## src/rtl/comms_core_dispatcher.sv

```systemverilog
// Dispatches decoded TitanComms host commands onto the core's single-port req/ack
// register interface; owns bound addresses and holds READ/STREAM read-back data.
module comms_core_dispatcher #(
    parameter int ADDRESS_WIDTH  = 24,
    parameter int VALUE_WIDTH    = 32,
    parameter int TIMEOUT_CYCLES = 255
) (
    input  logic                     clk,
    input  logic                     rst_n,
    input  logic                     cmd_valid,
    input  logic [7:0]               cmd_instr,
    input  logic [ADDRESS_WIDTH-1:0] cmd_addr,
    input  logic [VALUE_WIDTH-1:0]   cmd_value,
    output logic                     cmd_ready,
    output logic                     cmd_dropped,
    output logic                     core_req,
    output logic                     core_we,
    output logic [ADDRESS_WIDTH-1:0] core_addr,
    output logic [VALUE_WIDTH-1:0]   core_wdata,
    input  logic                     core_ack,
    input  logic [VALUE_WIDTH-1:0]   core_rdata,
    output logic [VALUE_WIDTH-1:0]   read_value,
    output logic [VALUE_WIDTH-1:0]   stream_value,
    output logic [ADDRESS_WIDTH-1:0] interrupt_addr,
    output logic                     err_timeout
);
    localparam int CW = $clog2(TIMEOUT_CYCLES + 1);

    localparam logic [7:0] OP_WRITE          = 8'h01;
    localparam logic [7:0] OP_READ           = 8'h02;
    localparam logic [7:0] OP_BIND_READ      = 8'h03;
    localparam logic [7:0] OP_BIND_WRITE     = 8'h04;
    localparam logic [7:0] OP_STREAM         = 8'h06;
    localparam logic [7:0] OP_BIND_INTERRUPT = 8'h07;

    localparam logic [2:0] IDLE  = 3'd0;
    localparam logic [2:0] WRITE = 3'd1;
    localparam logic [2:0] READ  = 3'd2;
    localparam logic [2:0] ST_WR = 3'd3;
    localparam logic [2:0] ST_RD = 3'd4;

    logic [2:0]               state_r, state_s;
    logic                     cmd_ready_r, cmd_ready_s;
    logic                     cmd_dropped_r, cmd_dropped_s;
    logic                     core_req_r, core_req_s;
    logic                     core_we_r, core_we_s;
    logic [ADDRESS_WIDTH-1:0] core_addr_r, core_addr_s;
    logic [VALUE_WIDTH-1:0]   core_wdata_r, core_wdata_s;
    logic [VALUE_WIDTH-1:0]   read_value_r, read_value_s;
    logic [VALUE_WIDTH-1:0]   stream_value_r, stream_value_s;
    logic [ADDRESS_WIDTH-1:0] irq_addr_r, irq_addr_s;
    logic [ADDRESS_WIDTH-1:0] bind_rd_r, bind_rd_s;
    logic [ADDRESS_WIDTH-1:0] bind_wr_r, bind_wr_s;
    logic                     err_r, err_s;
    logic [CW-1:0]            cnt_r, cnt_s;
    logic                     accept_s, ack_s, expire_s;

    assign cmd_ready      = cmd_ready_r;
    assign cmd_dropped    = cmd_dropped_r;
    assign core_req       = core_req_r;
    assign core_we        = core_we_r;
    assign core_addr      = core_addr_r;
    assign core_wdata     = core_wdata_r;
    assign read_value     = read_value_r;
    assign stream_value   = stream_value_r;
    assign interrupt_addr = irq_addr_r;
    assign err_timeout    = err_r;

    // Next-state logic: command decode, handshake completion and ack timeout.
    always_comb begin
        state_s        = state_r;
        core_req_s     = core_req_r;
        core_we_s      = core_we_r;
        core_addr_s    = core_addr_r;
        core_wdata_s   = core_wdata_r;
        read_value_s   = read_value_r;
        stream_value_s = stream_value_r;
        irq_addr_s     = irq_addr_r;
        bind_rd_s      = bind_rd_r;
        bind_wr_s      = bind_wr_r;
        err_s          = 1'b0;
        accept_s       = cmd_valid & cmd_ready_r;
        cmd_dropped_s  = cmd_valid & ~cmd_ready_r;
        ack_s          = core_req_r & core_ack;
        // Counter holds the number of completed request cycles of the current transfer.
        expire_s       = core_req_r & ~core_ack & (cnt_r == CW'(TIMEOUT_CYCLES - 1));
        if (core_req_r) begin
            cnt_s = cnt_r + CW'(1);
        end else begin
            cnt_s = {CW{1'b0}};
        end
        case (state_r)
            IDLE: begin
                if (accept_s) begin
                    case (cmd_instr)
                        OP_WRITE: begin
                            state_s      = WRITE;
                            core_req_s   = 1'b1;
                            core_we_s    = 1'b1;
                            core_addr_s  = cmd_addr;
                            core_wdata_s = cmd_value;
                        end
                        OP_READ: begin
                            state_s     = READ;
                            core_req_s  = 1'b1;
                            core_we_s   = 1'b0;
                            core_addr_s = cmd_addr;
                        end
                        OP_STREAM: begin
                            state_s      = ST_WR;
                            core_req_s   = 1'b1;
                            core_we_s    = 1'b1;
                            core_addr_s  = bind_wr_r;
                            core_wdata_s = cmd_value;
                        end
                        OP_BIND_READ:      bind_rd_s  = cmd_addr;
                        OP_BIND_WRITE:     bind_wr_s  = cmd_addr;
                        OP_BIND_INTERRUPT: irq_addr_s = cmd_addr;
                        default:           state_s    = IDLE;
                    endcase
                end else begin
                    state_s = IDLE;
                end
            end
            WRITE, READ, ST_WR: begin
                if (ack_s) begin
                    core_req_s = 1'b0;
                    if (state_r == READ) begin
                        read_value_s = core_rdata;
                        state_s      = IDLE;
                    end else if (state_r == ST_WR) begin
                        // Read-back request reissues after a one-cycle gap from ST_RD.
                        state_s     = ST_RD;
                        core_we_s   = 1'b0;
                        core_addr_s = bind_rd_r;
                    end else begin
                        state_s = IDLE;
                    end
                end else if (expire_s) begin
                    core_req_s = 1'b0;
                    err_s      = 1'b1;
                    state_s    = IDLE;
                end else begin
                    state_s = state_r;
                end
            end
            ST_RD: begin
                if (!core_req_r) begin
                    core_req_s = 1'b1;
                end else if (ack_s) begin
                    core_req_s     = 1'b0;
                    stream_value_s = core_rdata;
                    state_s        = IDLE;
                end else if (expire_s) begin
                    core_req_s = 1'b0;
                    err_s      = 1'b1;
                    state_s    = IDLE;
                end else begin
                    state_s = ST_RD;
                end
            end
            default: begin
                state_s    = IDLE;
                core_req_s = 1'b0;
            end
        endcase
        cmd_ready_s = (state_r == IDLE) && (state_s == IDLE);
    end

    // State and output registers.
    always_ff @(posedge clk or negedge rst_n) begin
        if (!rst_n) begin
            state_r        <= IDLE;
            cmd_ready_r    <= 1'b1;
            cmd_dropped_r  <= 1'b0;
            core_req_r     <= 1'b0;
            core_we_r      <= 1'b0;
            core_addr_r    <= {ADDRESS_WIDTH{1'b0}};
            core_wdata_r   <= {VALUE_WIDTH{1'b0}};
            read_value_r   <= {VALUE_WIDTH{1'b0}};
            stream_value_r <= {VALUE_WIDTH{1'b0}};
            irq_addr_r     <= {ADDRESS_WIDTH{1'b0}};
            bind_rd_r      <= {ADDRESS_WIDTH{1'b0}};
            bind_wr_r      <= {ADDRESS_WIDTH{1'b0}};
            err_r          <= 1'b0;
            cnt_r          <= {CW{1'b0}};
        end else begin
            state_r        <= state_s;
            cmd_ready_r    <= cmd_ready_s;
            cmd_dropped_r  <= cmd_dropped_s;
            core_req_r     <= core_req_s;
            core_we_r      <= core_we_s;
            core_addr_r    <= core_addr_s;
            core_wdata_r   <= core_wdata_s;
            read_value_r   <= read_value_s;
            stream_value_r <= stream_value_s;
            irq_addr_r     <= irq_addr_s;
            bind_rd_r      <= bind_rd_s;
            bind_wr_r      <= bind_wr_s;
            err_r          <= err_s;
            cnt_r          <= cnt_s;
        end
    end
endmodule

```

## config.mk

```make
export PLATFORM = sky130hd
export DESIGN_NAME = comms_core_dispatcher
export DESIGN_NICKNAME = d
export VERILOG_FILES = /design/src/rtl/comms_core_dispatcher.sv
export SDC_FILE = /design/constraint.sdc
export NUM_CORES = 1
export LEC_CHECK = 0
export ABC_AREA = 1
export CORE_MARGIN = 5
export CORE_UTILIZATION = 48
export CTS_CLUSTER_SIZE = 20
export DETAILED_ROUTE_END_ITERATION = 8
export PLACE_DENSITY = 0.89
export SETUP_SLACK_MARGIN = 0.2
export SYNTH_ARGS = -nofsm -noshare
export SYNTH_HDL_FRONTEND = slang
export SYNTH_SLANG_ARGS = --single-unit
```

## constraint.sdc

```tcl
create_clock -name clk -period 2.6 [get_ports clk]
set_input_delay 0.78 -clock clk [delete_from_list [all_inputs] [get_ports clk]]
set_output_delay 0.78 -clock clk [all_outputs]
set_load 0.02 [all_outputs]
```

**Yosys cells after proc, flatten, opt, wreduce, memory -nomap -nowiden**

Index checks and enable logic that the tools add are counted.

- Bits in writable memories: 0
- Bits in latches: 0
- Memories kept: 0
- Bits in registers: 208
- Bits in read-only memories: 0
- Logic and storage cells: 94
- Output and inout port bits: 149

- $lt $le $gt $ge: 0
- Bitwise operators: 7
- Multiply operators: 0
- Divide/modulo/power cells: 0
- Muxes and demuxes: 35
- Equality and inequality tests: 19
- Shifts and indexed selects: 0
- Add/sub/neg operators: 1
- Reduce and logical (&&, ||, !) cells: 18

Operators with widths:

| kind | number |
|---|---|
| 24-bit 2-to-1 mux | 4 |
| 24-bit case mux with 2 select lines | 2 |
| 8-bit by 3-bit == test with 1-bit output (second input constant) | 3 |
| 3-bit 2-to-1 mux | 8 |
| 3-bit AND reduction | 7 |
| 8-bit by 2-bit == test with 1-bit output (second input constant) | 2 |
| 1-bit 2-to-1 mux | 14 |
| 3-bit case mux with 4 select lines | 1 |
| 6-bit AND reduction | 2 |
| 2-bit inequality test (second input constant) | 5 |
| 3-bit case mux with 3 select lines | 1 |
| 3-bit OR reduction | 3 |
| 8-bit by 1-bit adder with 8-bit output (second input constant) | 1 |
| 8-bit by 1-bit == test with 1-bit output (second input constant) | 1 |
| 8-bit == test (second input constant) | 1 |
| 8-bit 2-to-1 mux | 1 |
| 3-bit by 2-bit == test with 1-bit output (second input constant) | 2 |
| 3-bit logical NOT | 2 |
| 3-bit by 2-bit inequality test with 1-bit output (second input constant) | 2 |
| 1-bit case mux with 2 select lines | 3 |
| 1-bit AND | 5 |
| 2-bit OR reduction | 2 |
| 3-bit by 1-bit == test with 1-bit output (second input constant) | 1 |
| 3-bit == test (second input constant) | 1 |
| other kinds (5) | 6 |

**Longest topological paths before layout**

Gate-level depths: netlist (run 1).

- Word-level depth: 9
- Mapped depth: 11
- Depth with buffers taken out: 10

**Worst setup path before layout (run 1)**

Ideal clock, no wire load.

- Path type: input-to-reg
- Start point: input port cmd_instr[6]
- End point: register core_addr_r[10] (netlist: core_addr[10])
- Slack: 788 ps
- Arrival time: 1695 ps
- Buffers on the path: 1
- Stages on the path: 9
- Setup time: 117 ps
- Data required time: 2483 ps
- Path through: inv_1 > nand2_1 > nor2_8 > nand3_2 > nand3_2 > nand3b_4 > buf_6 > nand2_1 > nand2_1

- Longest elaborated chain between the ends: 5
- Elaborated cells between the ends (all ways): 9

RTL lines:

| what | line | source |
|---|---|---|
| start, declared | 11 | `input logic [7:0] cmd_instr,` |
| 8-bit by 1-bit == test with 1-bit output or 8-bit by 2-bit == test with 1-bit output (tied branches) | 95 | `case (cmd_instr)` |
| 2-bit OR reduction (no line) | n/a |  |
| 24-bit case mux with 2 select lines | 95 |  |
| 24-bit 2-to-1 mux | 94 | `if (accept_s) begin` |
| 24-bit case mux with 2 select lines | 92 | `case (state_r)` |
| end signal, assigned | 178 | `core_addr_r <= {ADDRESS_WIDTH{1'b0}};` |
| end signal, assigned | 193 | `core_addr_r <= core_addr_s;` |
| end, declared | 47 | `logic [ADDRESS_WIDTH-1:0] core_addr_r, core_addr_s;` |

Parallel ways exist; a longest one is shown, timed or not. The select of a mux whose other input is x is not followed.
A chain may end at the register's enable or synchronous reset.

**Worst setup path after layout (run 1)**

- Start point: register core_addr_r[23] (netlist: core_addr[23])
- End point: output port core_addr[23]

RTL lines:

| what | line | source |
|---|---|---|
| end, declared | 18 | `output logic [ADDRESS_WIDTH-1:0] core_addr,` |

No word-level cell between the ends.

==> results.json, run 1 <==
{
  "max_freq_mhz": 432,
  "die_x_um": 146,
  "path_cells": "clkdlybuf4s50_1",
  "synth_area_per_cell_um2": 8.72,
  "numCtsBuffers": 21,
  "clk_path_buf_depth": 3,
  "clk_pin_slew_worst_paths_ns": 0.06,
  "critPathKind": "reg2out",
  "instances_no_fill": 1510,
  "synth_nets": 1127,
  "ys_ff_latch": 208,
  "vias": 7661,
  "crit_family": "buffers and inverters",
  "min_period_ns": 2.32,
  "drc_errors": 0,
  "worst_slack_ns": 0.283,
  "die_area_um2": 21500,
  "design_area_um2": 12200,
  "cts_tree": "yes",
  "hold_viol": 0,
  "post_cts_buffers": 0,
  "antenna_found_initial": 1,
  "yosysUniqueCellTypes": 28,
  "ios": 249,
  "drt-total-wl_um": 24300,
  "grt_util_all_layers_pct": 22.4,
  "critPathLaunchType": "flop",
  "firstDrtPassIters": 5,
  "met2_usage_pct": 40.3,
  "syn_inst": 1025,
  "crit_buf_inv": 1,
  "cts_resized": 2,
  "grt.busiest_layer": "met2",
  "die_h_um": 146,
  "critPathSlowestCell": "clkdlybuf4s50_1",
  "start_util_pct": 48.3,
  "drv_slew": 0,
  "relSlewSlack_pct": 64.6,
  "met1_usage_pct": 25.1,
  "wire_per_inst_um": 16.1,
  "grt_overflow": 0,
  "timing.final.crit_share_pct": 89.1,
  "end_kind": "primary output",
  "p_leak_nw": 5.88,
  "pre_cts_ws_ns": 0.00749,
  "status": "completed",
  "viasPerCell": 5.07,
  "rsz0062_at_grt": "no",
  "hold_buffers": 0,
  "p_total_mw": 7.67,
  "setup_viol": 0,
  "synth_area_um2": 8940,
  "area_growth_pct": 36.8,
  "critPathMaxFanout": 2,
  "num_rows": 50,
  "final_nets": 1367,
  "dp_cells": 1476,
  "coreArea_um2": 18500,
  "cp.arrival_ns": 1.54,
  "grt_pass1_wl_um": 40000,
  "slowest_delay_ns": 0.64,
  "portBuffers": 248,
  "drive_gt1_share_pct": 6.12,
  "clk_latency_ns": 0.49,
  "gp_congestion": 0.823,
  "yosysSeqAreaShare_pct": 58.2,
  "clockRootBuffer": "clkbuf_16",
  "final_antenna_net_count": 0,
  "fin_skew_ns": 0.0191,
  "dpl.hpwl_um": 16800,
  "grt_use_met3_pct": 5.99,
  "grt_max_degree": 65,
  "p_per_area_nw_per_um2": 627,
  "dr.first_iter.drc_count": 482,
  "clkSinkCount": 208,
  "cap_viol_max_count": 0,
  "finalSetupTns_ns": 0,
  "vdd_drop_max_v": 0.000492,
  "worst_slew_pin_slew_ns": 0.530,
  "htreeDepth": 1,
  "yosysWarningCount": 0,
  "hold_path.class": "in2async",
  "placed_area_um2": 11600,
  "crit_required_ns": 1.82,
  "grt_pass1_vias": 8166
}
[synthesized netlist by cell type (all sizes together)]
master | number | area, um^2
nor3 | 1 | 5.00
ha | 2 | 25.0
nand3 | 88 | 483
dfrtp | 207 | 5180
nand4 | 1 | 6.26
nand3b | 2 | 27.5
inv | 133 | 499
clkinv | 1 | 5.00
buf | 32 | 260
o211ai | 1 | 7.51
dfstp | 1 | 26.3
nand2 | 333 | 1300
xnor2 | 1 | 8.76
clkbuf | 18 | 67.6
nor2 | 29 | 159
o21ai | 171 | 856
a21oi | 4 | 20.0
[sequential cells by signal, summed over array words and instances, names as in the netlist, 3 cells and up]
name            flops
bind_wr_r          24
read_value         32
core_wdata         32
cnt_r               8
core_addr          24
stream_value       32
state_r             3
interrupt_addr     24
bind_rd_r          24
[metrics by stage]
step	utilization, %	hold slack (ns)
floorplan	-	0.435
global placement	62.7	0.449
detailed placement	62.7	0.466
CTS	66.0	0.282
global route	66.0	0.302
finish	66.0	0.281
[worst paths after layout]
path | startpoint | to | slack [ns] | cells after the start
setup / recovery | core_addr[23] | core_addr[23] | 0.28 | 1
hold / removal | rst_n | stream_value[25] | 0.28 | 1
setup reg to reg | cmd_ready | core_addr[19] | 0.97 | 6
hold reg to reg | cnt_r[7] | cnt_r[7] | 0.47 | 1
max in group asynchronous | rst_n | cmd_ready | 1.56 | 2
min in group clk | cnt_r[7] | cnt_r[7] | 0.47 | 1
[routing by layer]
metal | up-vias | routed length, um
met2 | 307 | 12300
met4 | 0 | 929
met5 | - | 0
met3 | 62 | 1830
met1 | 3610 | 9250
li1 | 3682 | -
[cells in the final DEF (no fill, tap or decap), drive strengths merged, types with 2 or more instances in the layout]
cell           count
nand2            333
clkdlybuf4s50    245
dfrtp            207
o21ai            171
inv              134
nand3             88
clkbuf            31
nor2              29
buf               19
a21oi              4
clkinv             2
ha                 2
dlygate4sd2        2
nand3b             2
[cell families after synthesis]
kind of cell | after synthesis | share of synthesized area, %
AND/OR/NAND/NOR | 454 | 22.2
flip-flops | 208 | 58.2
buffers and inverters | 184 | 9.31
AO/OA/AOI/OAI | 176 | 9.88
adder cells (fa/ha/maj) | 2 | 0.280
XOR/XNOR | 1 | 0.0980
[power breakdown]
group	switching, mW	internal [mW]	total, mW
sequential	0.169	3.47	3.63
combinational	0.636	0.577	1.21
clock	1.19	1.64	2.82
total	1.99	5.68	7.67
[final cells by class]
class	instances	area, um^2
clock inverters	3	43.8
inverters	134	504
flip-flops and latches	208	5210
well taps	234	293
fillers	1452	6290
clock buffers	30	579
diodes	1	2.50
repair buffers	267	2700
multi-input cells	633	2900
No activity file was read; power rests on OpenSTA's default activity.
==> inputs of run 2 (changes only) <==
- ABC_AREA: 1 -> default
- PLACE_DENSITY: 0.89 -> 0.9
==> run 2 against run 1 <==
Non-clock buffer count is 22 higher. Via count down 20%. Register-to-register slack worse by 0.63 ns. Highest routed layer unchanged.
==> results.json, run 2 <==
{
  "status": "completed",
  "die_h_um": 144,
  "numCtsBuffers": 22,
  "grt_pass1_vias": 6752,
  "r2r-start": "state_r[0]",
  "vdd_drop_max_v": 0.000732,
  "worst_slack_ns": 0.237,
  "rrSetupSlack_ns": 0.34,
  "drive_gt1_share_pct": 31.8,
  "dp_cells": 1082,
  "diodes": 0,
  "die_area_um2": 20800,
  "crit_start": "cmd_instr[7]",
  "critPathLaunchType": "input port",
  "coreArea_um2": 17800,
  "multi_input_area_um2": 3350,
  "min_period_ns": 2.36,
  "clk_latency_ns": 0.50,
  "slowest_delay_ns": 0.47,
  "synth-edff-count": 0,
  "critPathKind": "in2reg",
  "regArea_um2": 5210,
  "syn_inst": 612,
  "r2r_cells": 8,
  "synth_area_um2": 8660,
  "p_leak_nw": 5.86,
  "num_rows": 49,
  "critPathSlowestCell": "or4_4",
  "layout_common_cells": "clkdlybuf4s50_1, dfrtp_1, mux2_2",
  "clk_pin_slew_worst_paths_ns": 0.06,
  "synthAdderAreaFrac_pct": 0.289,
  "final_antenna_net_count": 0,
  "timing.final.crit_share_pct": 90.9,
  "drv_slew": 0,
  "antenna_found_initial": 0,
  "yosysUniqueCellTypes": 45,
  "grt_pass1_wl_um": 37400,
  "final_nets": 989,
  "placed_area_um2": 11700,
  "synthMuxAreaShare_pct": 25.8,
  "yosys-top-cells-area": "dfrtp_1, mux2_2, mux2_4",
  "path_cells": "clkdlybuf4s15_1, or4_4, nand4bb_4, buf_6, o21ai_4, buf_6, buf_12, buf_12, mux2_2",
  "synth_top_family_by_area": "multiplexers",
  "viasPerCell": 5.44,
  "synth_ff_type": "dfrtp_1",
  "cap_viol_max_count": 0,
  "end_kind": "flop",
  "synth_nets": 714,
  "dpl.hpwl_um": 15600,
  "area_growth_pct": 46.2,
  "yosysSeqAreaShare_pct": 60.1,
  "worst_slew_pin_slew_ns": 0.648,
  "htreeDepth": 1,
  "setup_viol": 0,
  "gp_congestion": 0.839,
  "hold_buffers": 0,
  "relSlewSlack_pct": 56.8,
  "grt_max_degree": 56,
  "grt_util_all_layers_pct": 22.7,
  "dr.first_iter.drc_count": 360,
  "clkSinkCount": 208,
  "hold_path.class": "in2async",
  "yosysWarningCount": 0,
  "instances_no_fill": 1132,
  "portBuffers": 248,
  "async_flop_share_pct": 100,
  "rsz0062_at_grt": "no",
  "critPathMaxFanout": 6,
  "pre_cts_ws_ns": -0.583,
  "clk_path_buf_depth": 3,
  "synthXorXnorAreaFrac_pct": 0.405,
  "cts_tree": "yes",
  "fill_cells": 1180,
  "die_x_um": 144,
  "design_area_um2": 12700,
  "fin_skew_ns": 0.0115,
  "drc_errors": 0,
  "drt-total-wl_um": 23600,
  "synth_common_cells": "dfrtp_1, mux2_2, nand2_1",
  "synth_area_per_cell_um2": 14.1,
  "p_per_area_nw_per_um2": 772,
  "synth.most_common_cell": "dfrtp_1",
  "synth_compound_area_share_pct": 3.86,
  "max_freq_mhz": 423,
  "yosysTopAreaCell": "dfrtp_1",
  "vias": 6162,
  "synth_top_area_share_pct": 59.8,
  "synthSimpleGateAreaFrac_pct": 7.21,
  "wire_per_inst_um": 20.8,
  "worstReg2RegEnd": "core_addr[17]",
  "cp.arrival_ns": 2.74,
  "ys_ff_latch": 208,
  "crit_required_ns": 2.97,
  "hold_viol": 0,
  "firstDrtPassIters": 4,
  "ios": 249,
  "clockRootBuffer": "clkbuf_16",
  "final_common_cell": "clkdlybuf4s50_1",
  "grt_overflow": 0,
  "start_util_pct": 48.5
}
run 2: kinds of logic after synthesis:
family / count (synthesis)
buffers and inverters: 41
AO/OA/AOI/OAI: 46
AND/OR/NAND/NOR: 119
multiplexers: 192
XOR/XNOR: 4
adder cells (fa/ha/maj): 2
flip-flops: 208
run 2: repair_timing:
| action | CTS | global route |
|---|---|---|
| setup endpoints to repair | 130 | 40 |
| gates cloned | 3 | 1 |
| buffers inserted | 5 | 1 |
| resized for setup | 15 | 11 |
| pin swaps | 4 | 3 |
run 2: layout make-up:
type | instances | area share (%)
multi-input combinational | 363 | 26.4
inverter | 3 | 0.0890
sequential | 208 | 41.1
clock buffer | 34 | 5.27
timing repair buffer | 289 | 24.0
tap | 229 | 2.26
clock inverter | 6 | 0.850
run 2: power by group:
| part | internal [mW] | switching (mW) | leakage, nW |
|---|---|---|---|
| sequential | 3.71 | 0.281 | 2.86 |
| clock | 2.06 | 1.25 | 0.377 |
| combinational | 1.27 | 1.21 | 2.63 |
run 2: metrics by stage:
stage	hold slack, ns	total power [mW]	util [%]	TNS [ns]
after global routing	0.258	10.2	70.9	0
after floorplan	0.444	5.14	-	-1.07
after CTS	0.246	9.86	70.7	0
after detailed placement	0.467	6.50	65.4	-60.76
after global placement	0.464	6.41	65.4	-55.22
final	0.247	9.78	70.9	0
run 2: layer usage:
metal | part of all wire, % | up-vias | track usage [%]
met3 | 8.5 | 45 | 7.67
met2 | 50 | 227 | 38.4
met1 | 39 | 3133 | 27.8
li1 | - | 2757 | -
met5 | 0 | - | 0
met4 | 2.6 | 0 | 6.38
run 2: critical path: cells and delay by family:
family / cells / cell delay [ns]
AO/OA/AOI/OAI: 1 / 0.16
buffers and inverters: 5 / 0.74
AND/OR/NAND/NOR: 2 / 0.73
multiplexers: 1 / 0.33
run 2: worst max-delay path by stage:
stage | to | slack [ns] | cells past startpoint
after floorplan | bind_wr_r[10] | -0.05 | 7
after CTS | core_addr[21] | 0.17 | 9
final | core_addr[17] | 0.24 | 9
after global routing | core_addr[14] | 0.20 | 9
after global placement | bind_wr_r[10] | -0.54 | 6
after detailed placement | bind_wr_r[6] | -0.58 | 6
